[src/rtl/animated_sprite_bitmap_reader_if.sv]
// Sprite ROM bus: the reader drives the registered address and the synchronous ROM
// returns the pixel byte one clock after it samples that address.
interface animated_sprite_bitmap_reader_if #(
    parameter int ADDR_W = 12
);
    logic [ADDR_W-1:0] rom_addr;
    logic [7:0]        rom_data;

    modport master (output rom_addr, input rom_data);
    modport slave  (input rom_addr, output rom_data);
endinterface

[src/rtl/animated_sprite_bitmap_reader.sv]
// Fetches animated sprite pixels from an external synchronous ROM through a 3-stage pipeline,
// and produces a transparency-qualified draw request plus a pixel-accurate collision pulse and latch.
module animated_sprite_bitmap_reader #(
    parameter int            OBJECT_W    = 32,
    parameter int            OBJECT_H    = 32,
    parameter int            NUM_FRAMES  = 4,
    parameter int            FRAME_TICKS = 8,
    parameter logic [7:0]    TRANSPARENT = 8'hFF,
    localparam int           ADDR_W      = $clog2(NUM_FRAMES * OBJECT_W * OBJECT_H),
    localparam int           FRAME_W     = (NUM_FRAMES > 1) ? $clog2(NUM_FRAMES) : 1
) (
    input  logic                 clk,
    input  logic                 resetN,
    input  logic [10:0]          offsetX,
    input  logic [10:0]          offsetY,
    input  logic                 drawRequestIn,
    input  logic                 collisionIn,
    input  logic                 startOfFrame,
    input  logic                 animEnable,
    input  logic                 animRestart,
    animated_sprite_bitmap_reader_if.master rom,
    output logic [7:0]           RGBout,
    output logic                 drawingRequest,
    output logic                 collisionOut,
    output logic                 collisionLatched,
    output logic [FRAME_W-1:0]   frameIndex
);

    localparam int                TICK_W     = (FRAME_TICKS > 1) ? $clog2(FRAME_TICKS) : 1;
    localparam logic [TICK_W-1:0] TICK_LAST  = TICK_W'(FRAME_TICKS - 1);
    localparam logic [FRAME_W-1:0] FRAME_LAST = FRAME_W'(NUM_FRAMES - 1);
    localparam logic [10:0]       W_LIMIT    = 11'(OBJECT_W);
    localparam logic [10:0]       H_LIMIT    = 11'(OBJECT_H);

    logic              in_bounds;
    logic [ADDR_W-1:0] pixel_addr;
    logic              valid_s1;
    logic              coll_s1;
    logic              valid_s2;
    logic              coll_s2;
    logic              opaque;
    logic              draw_next;
    logic              collision_next;
    logic [TICK_W-1:0] tick;

    // Bounds check uses the full 11-bit offsets so wide offsets never alias into the sprite.
    always_comb begin
        in_bounds  = (offsetX < W_LIMIT) && (offsetY < H_LIMIT);
        pixel_addr = ADDR_W'(frameIndex) * ADDR_W'(OBJECT_W * OBJECT_H)
                   + ADDR_W'(offsetY) * ADDR_W'(OBJECT_W)
                   + ADDR_W'(offsetX);
    end

    always_comb begin
        opaque         = (rom.rom_data != TRANSPARENT);
        draw_next      = valid_s2 && opaque;
        collision_next = coll_s2 && valid_s2 && opaque;
    end

    always_ff @(posedge clk or negedge resetN) begin
        if (!resetN) begin
            rom.rom_addr <= '0;
            valid_s1     <= 1'b0;
            coll_s1      <= 1'b0;
        end else begin
            rom.rom_addr <= in_bounds ? pixel_addr : '0;
            valid_s1     <= drawRequestIn && in_bounds;
            coll_s1      <= collisionIn && in_bounds;
        end
    end

    // The ROM registers the address on this same edge, so these flags line up with rom_data.
    always_ff @(posedge clk or negedge resetN) begin
        if (!resetN) begin
            valid_s2 <= 1'b0;
            coll_s2  <= 1'b0;
        end else begin
            valid_s2 <= valid_s1;
            coll_s2  <= coll_s1;
        end
    end

    always_ff @(posedge clk or negedge resetN) begin
        if (!resetN) begin
            RGBout           <= 8'h00;
            drawingRequest   <= 1'b0;
            collisionOut     <= 1'b0;
            collisionLatched <= 1'b0;
        end else begin
            RGBout         <= rom.rom_data;
            drawingRequest <= draw_next;
            collisionOut   <= collision_next;
            // A collision arriving with startOfFrame belongs to the new frame, so set wins.
            if (collision_next) begin
                collisionLatched <= 1'b1;
            end else if (startOfFrame) begin
                collisionLatched <= 1'b0;
            end
        end
    end

    always_ff @(posedge clk or negedge resetN) begin
        if (!resetN) begin
            tick       <= '0;
            frameIndex <= '0;
        end else if (animRestart) begin
            tick       <= '0;
            frameIndex <= '0;
        end else if (startOfFrame && animEnable) begin
            if (tick == TICK_LAST) begin
                tick       <= '0;
                frameIndex <= (frameIndex == FRAME_LAST) ? '0 : frameIndex + 1'b1;
            end else begin
                tick <= tick + 1'b1;
            end
        end
    end

endmodule

[src/flat_wrapper.sv]
// flat-port wrapper written by rule: the top's interface ports become plain ports
module animated_sprite_bitmap_reader_flat 
#(
    parameter int            OBJECT_W    = 32,
    parameter int            OBJECT_H    = 32,
    parameter int            NUM_FRAMES  = 4,
    parameter int            FRAME_TICKS = 8,
    parameter logic [7:0]    TRANSPARENT = 8'hFF,
    localparam int           ADDR_W      = $clog2(NUM_FRAMES * OBJECT_W * OBJECT_H),
    localparam int           FRAME_W     = (NUM_FRAMES > 1) ? $clog2(NUM_FRAMES) : 1
)
  (clk, resetN, offsetX, offsetY, drawRequestIn, collisionIn, startOfFrame, animEnable, animRestart, RGBout, drawingRequest, collisionOut, collisionLatched, frameIndex, rom_rom_addr, rom_rom_data);
  animated_sprite_bitmap_reader_if rom_i ();
  input  logic clk;
  input  logic resetN;
  input  logic [10:0] offsetX;
  input  logic [10:0] offsetY;
  input  logic drawRequestIn;
  input  logic collisionIn;
  input  logic startOfFrame;
  input  logic animEnable;
  input  logic animRestart;
  output logic [7:0] RGBout;
  output logic drawingRequest;
  output logic collisionOut;
  output logic collisionLatched;
  output logic [FRAME_W-1:0] frameIndex;
  output wire logic [$bits(rom_i.rom_addr)-1:0] rom_rom_addr;
  input wire logic [$bits(rom_i.rom_data)-1:0] rom_rom_data;
  assign rom_rom_addr = rom_i.rom_addr;
  assign rom_i.rom_data = rom_rom_data;
  animated_sprite_bitmap_reader #(.OBJECT_W(OBJECT_W), .OBJECT_H(OBJECT_H), .NUM_FRAMES(NUM_FRAMES), .FRAME_TICKS(FRAME_TICKS), .TRANSPARENT(TRANSPARENT)) u_core (.clk(clk), .resetN(resetN), .offsetX(offsetX), .offsetY(offsetY), .drawRequestIn(drawRequestIn), .collisionIn(collisionIn), .startOfFrame(startOfFrame), .animEnable(animEnable), .animRestart(animRestart), .rom(rom_i), .RGBout(RGBout), .drawingRequest(drawingRequest), .collisionOut(collisionOut), .collisionLatched(collisionLatched), .frameIndex(frameIndex));
endmodule
[config.mk]
export PLATFORM = sky130hd
export DESIGN_NAME = animated_sprite_bitmap_reader_flat
export DESIGN_NICKNAME = d
export VERILOG_FILES = /design/src/rtl/animated_sprite_bitmap_reader_if.sv /design/src/rtl/animated_sprite_bitmap_reader.sv /design/src/flat_wrapper.sv
export SDC_FILE = /design/constraint.sdc
export NUM_CORES = 1
export LEC_CHECK = 0
export BUFFER_PORTS_ARGS = -buffer_cell sky130_fd_sc_hd__buf_2
export CORE_MARGIN = 8
export CORE_UTILIZATION = 40
export DETAILED_ROUTE_END_ITERATION = 8
export GPL_TIMING_DRIVEN = 0
export PLACE_DENSITY = 0.75
export RECOVER_POWER = 25
export SYNTH_ARGS = -nofsm -noshare
export SYNTH_HDL_FRONTEND = slang
export SYNTH_SLANG_ARGS = --single-unit
[constraint.sdc]
create_clock -name clk -period 2.22 [get_ports clk]
set_clock_uncertainty 0.15 [all_clocks]
set_input_delay 0.333 -clock clk [delete_from_list [all_inputs] [get_ports clk]]
set_output_delay 0.333 -clock clk [all_outputs]
set_load 0.02 [all_outputs]
---- Yosys cells after proc, flatten, opt, wreduce, memory -nomap -nowiden ----
Index checks and enable logic that the tools add are counted.
W data, S select, Z words.
word-level totals
  memories ................................ 0
  latch bits .............................. 0
  input port bits ......................... 37
  register bits after elaboration ......... 32
  bits in read-only memories .............. 0
  bits in writable memories ............... 0
operators by class
  $mul .................................... 0
  bitwise gates (word level) .............. 0
  $lt $le $gt $ge ......................... 2
  shifts and indexed selects .............. 0
  div/mod/pow operators ................... 0
  muxes and demuxes ....................... 10
  reduce and logical (&&, ||, !) cells .... 11
  equality and inequality tests ........... 3
  add/sub/neg operators ................... 4
operator list
  kind                   number
  $lt A11 B6 Y1 const B  2
  $add A12 B11 Y12       1
  $add A12 B12 Y12       1
  $mux W12               1
  $mux W3                3
  $mux W2                4
  $ne A8 B8 Y1 const B   1
  $logic_and A1 B1 Y1    7
  $reduce_bool A2 Y1     3
  $add A3 B1 Y3 const B  1
  $eq A3 B3 Y1 const B   1
  $add A2 B1 Y2 const B  1
  $eq A2 B2 Y1 const B   1
  $mux W1                2
  $reduce_and A2 Y1      1

---- Longest topological paths before layout ----
  word-level depth ........................ 5
  mapped depth ............................ 7

---- Worst setup path before layout ----
OpenSTA, ideal clock, no wires.
  kind .................................... input-to-reg
  from .................................... in offsetX[6]
  to ...................................... reg u_core.rom.rom_addr[10]
  arrival ................................. 1,756 ps
  data required time ...................... 1,949 ps
  path slack .............................. 192 ps
  library setup time ...................... 121 ps
  path buffers ............................ 0
  cell stages on the path ................. 7
  cells stage by stage .................... ha_1 ha_1 fa_1 a21o_1 a21oi_1 xor2_1 nor2_1
between the ends
  word-level cells in the longest chain between the ends .. 3
  elaborated cells between the ends (all ways) .. 4
ends and longest elaborated chain
  item                  line                                   RTL
  start, declared       flat_wrapper.sv:16                     input logic [10:0] offsetX;
  $lt A11 B6 Y1         animated_sprite_bitmap_reader.sv:48    in_bounds = (offsetX < W_LIMIT) && (offsetY < H_LIMIT);
  $logic_and A1 B1 Y1   animated_sprite_bitmap_reader.sv:48
  $mux W12 (*)          animated_sprite_bitmap_reader.sv:66    rom.rom_addr <= in_bounds ? pixel_addr : '0;
  end signal, assigned  animated_sprite_bitmap_reader.sv:66
  end, declared         animated_sprite_bitmap_reader_if.sv:9  modport master (output rom_addr, input rom_data);
Every way passes the cells marked *; elsewhere a longest branch is shown, timed or not.
A chain may end at the register's enable or synchronous reset.

---- Worst setup path in the final report ----
  from .................................... reg u_core.frameIndex[0]
  to ...................................... reg u_core.rom.rom_addr[11]
between the ends
  word-level cells in the longest chain between the ends .. 3
ends and longest elaborated chain
  item                    line                                  RTL
  start, declared         animated_sprite_bitmap_reader.sv:26   output logic [FRAME_W-1:0] frameIndex
  start signal, assigned  animated_sprite_bitmap_reader.sv:112  frameIndex <= (frameIndex == FRAME_LAST) ? '0 : frameIndex + 1'b1;
  $add A12 B12 Y12        animated_sprite_bitmap_reader.sv:50   + ADDR_W'(offsetY) * ADDR_W'(OBJECT_W)
  $add A12 B11 Y12        animated_sprite_bitmap_reader.sv:51   + ADDR_W'(offsetX);
  $mux W12                animated_sprite_bitmap_reader.sv:66
No other way between the ends.

==> results.py <==
metrics = {
    "sta": {
        "min_period_over_period_pct": 92.78,
        "setup_ws_ns": 0.1603,
        "worst_pin_slew_ns": 0.7387,
        "slew_headroom_pct": 50.76,
        "whs_ns": 0.05330,
        "slew_violations": 0,
        "final_hold_viol_count": 0,
        "setup_viol": 0,
        "finalCriticalPeriod_ns": 2.060,
        "fmaxAchievable_mhz": 485.5,
        "rsz0062_at_grt": "false",
    },
    "worst_setup_path": {
        "path_class": "flop to flop",
        "crit_path_end": "u_core.rom.rom_addr[11]",
        "required_ns": 2.30,
        "critPathArrivalTime_ns": 2.14,
        "crit_path_end_kind": "flop",
        "crit_fanout": 5,
        "worst_r2r_path_depth": 5,
        "worstReg2RegStart": "u_core.frameIndex[0]",
        "startpoint": "u_core.frameIndex[0]",
        "rr_endpoint": "u_core.rom.rom_addr[11]",
        "startpoint_type": "flop",
        "reg2reg_slack_ns": 0.16,
    },
    "yosys": {
        "ys_warn_count": 0,
        "ys_ff_latch": 32,
        "synth-compound-area-share_pct": 6.250,
        "synth_top_family_by_area": "simple AND/OR/NAND/NOR gates",
        "synth_cells": 105,
        "synth_cell_types": 23,
        "synth-xor-area-share_pct": 2.574,
        "yosysTopAreaCellShare_pct": 58.82,
        "syn-cell-area_sq_mm": 0.001361,
        "synth.net_count": 157,
        "synth_area_per_cell_sq_um": 12.96,
        "synth_fa_ha_area_share_pct": 14.89,
        "ys_top_cells_by_area": "dfrtp_1, ha_1, and2_1",
        "synth_top_cell_by_area": "dfrtp_1",
        "yosysSeqAreaShare_pct": 58.82,
        "muxShareOfSynthArea_pct": 0.7353,
        "synthSimpleGateAreaFrac_pct": 15.90,
    },
    "place": {
        "dp_slack_ns": -0.02609,
        "dpl-instance-area_sq_mm": 0.001724,
        "gp_congestion": 0.7824,
        "portBuffers": 61,
        "hpwl_mm": 2.475,
    },
    "hold_path": {
        "hold_class": "input pin to flop",
    },
    "cells_and_area": {
        "fillers": 300,
        "drive_gt1_share_pct": 34.43,
        "final_common_cell": "buf_2",
        "postLayoutCoreUtil_pct": 56.50,
        "antennaDiodeCount": 0,
        "nNetsFinal": 234,
        "area_growth_pct": 37.41,
        "final_cell_area_sq_mm": 0.001871,
        "most-common-layout-cells": "buf_2, dfrtp_1, ha_1",
    },
    "grt": {
        "grt_pass1_vias": 1214,
        "grt.total_usage_pct": 12.55,
        "grt_max_degree": 33,
        "antenna_found_initial": 0,
        "overflow": 0,
        "grt_pass1_wl_mm": 5.175,
    },
    "clocking": {
        "cts_tree": "built",
        "clk_pin_slew_ns": 0.10,
        "cts_buffer_depth": 2,
        "htreeDepth": 2,
        "clock_sinks": 32,
        "clock-root-buffer": "clkbuf_4",
        "ctsResizeCount": 0,
        "insertion_delay_ns": 0.32,
        "cts_buffers": 5,
    },
    "die": {
        "fp.dieArea_sq_mm": 0.005526,
        "die_y_microns": 74.34,
        "fp.dieW_microns": 74.34,
        "initial_core_util_pct": 41.12,
        "core_sq_mm": 0.003311,
        "num_rows": 21,
        "num_io_pins": 62,
    },
    "drt": {
        "vias": 1072,
        "via_per_inst": 4.681,
        "wl_mm": 3.158,
        "drc": 0,
        "dr.first_iter.drc_count": 41,
        "ant_nets": 0,
        "post_drt_wl_per_cell_microns": 13.79,
        "firstDrtPassIters": 4,
    },
    "run_status": {
        "status": "finished, final reports clean",
    },
    "flow_run": {
        "cap_violations": 0,
    },
    "power": {
        "power.leakage_nw": 1.021,
        "ir_worst_vdd_v": 0.0002506,
        "powerDensity_mw_per_mm2": 624.6,
    },
}
==> through the flow <==
step / power [mW] / setup TNS (ns) / instances
after floorplan: 0.6795 / 0 / 105
after global placement: 0.7449 / -0.01352 / 212
after detailed placement: 0.7526 / -0.02609 / 212
after CTS: 1.189 / 0 / 229
after global routing: 1.231 / 0 / 229
final: 1.168 / 0 / 229
==> worst max-delay path: stages, from the launching register on <==
cell	delay [ns]
dfrtp_1	0.45
fa_1	0.46
ha_1	0.33
or2_2	0.29
nand3_1	0.08
nor3b_1	0.21
==> layout make-up <==
class	instances	area (sq um)	area share, %
tap	46	57.56	3.077
clock buffer	6	41.29	2.207
sequential	32	800.8	42.81
inverter	1	3.754	0.2007
clock inverter	2	35.03	1.873
multi-input combinational	71	543.0	29.03
buffer	1	3.754	0.2007
timing repair buffer	70	385.4	20.60
==> timing repair <==
item / in CTS / in global routing
hold endpoints to repair: 40 / 0
setup buffers: 0 / 0
hold buffers: 9 / 0
==> logic make-up (layout without fill, tap and decap cells) <==
group	Yosys count	count (layout)
adders and majority gates	15	15
muxes	1	1
DFF	32	32
and+or+nand+nor	37	37
xor gates and xnor gates	4	4
buffers and inverters	2	80
AOI/OAI and AO/OA	14	14
==> cells in the mapped netlist <==
cell type / number
nand3_1: 5
nor3_1: 3
nor4_2: 3
xnor2_1: 3
a21o_1: 3
mux2i_1: 1
nor3b_1: 1
o21ai_0: 2
nor2_1: 7
a211oi_1: 2
fa_1: 2
buf_4: 1
and3_1: 1
xor2_1: 1
ha_1: 13
or2_2: 1
a21oi_1: 6
dfrtp_1: 32
and2_1: 11
nand4_1: 2
nand2_1: 3
inv_1: 1
o21a_1: 1
==> report_power, final <==
part / internal [mW] / switching, mW / total [mW]
logic: 0.0728 / 0.0828 / 0.156
clock network: 0.236 / 0.183 / 0.418
registers: 0.591 / 0.00290 / 0.594
==> how the worst min path moves through the flow <==
stage,from,end,slack [ns],cells after the start
6_report,offsetX[1],u_core.rom.rom_addr[1],0.05,2
5_1_grt,offsetX[1],u_core.rom.rom_addr[1],0.04,2
4_1_cts,offsetX[1],u_core.rom.rom_addr[1],0.03,2
3_5_place_dp,u_core.valid_s1,u_core.valid_s2,0.19,0
3_3_place_gp,u_core.valid_s1,u_core.valid_s2,0.19,0
2_1_floorplan,resetN,u_core.RGBout[0],-0.11,0
==> sequential cells by signal, summed over array words and instances, names as in the netlist <==
name	flops
u_core.rom.rom_addr	12
u_core.RGBout	8
u_core.tick	3
u_core.frameIndex	2
u_core.coll_s1	1
u_core.coll_s2	1
u_core.collisionLatched	1
u_core.collisionOut	1
u_core.drawingRequest	1
u_core.valid_s1	1
u_core.valid_s2	1
==> per-layer routing <==
layer / vias up / global-route usage, % / part of all wire, %
li1: 520 / - / -
met1: 498 / 12.12 / 37
met2: 49 / 22.95 / 53
met3: 5 / 4.717 / 8.6
met4: 0 / 5.870 / 1.6
met5: - / 0 / 0
(Power assumes the default switching activity.)
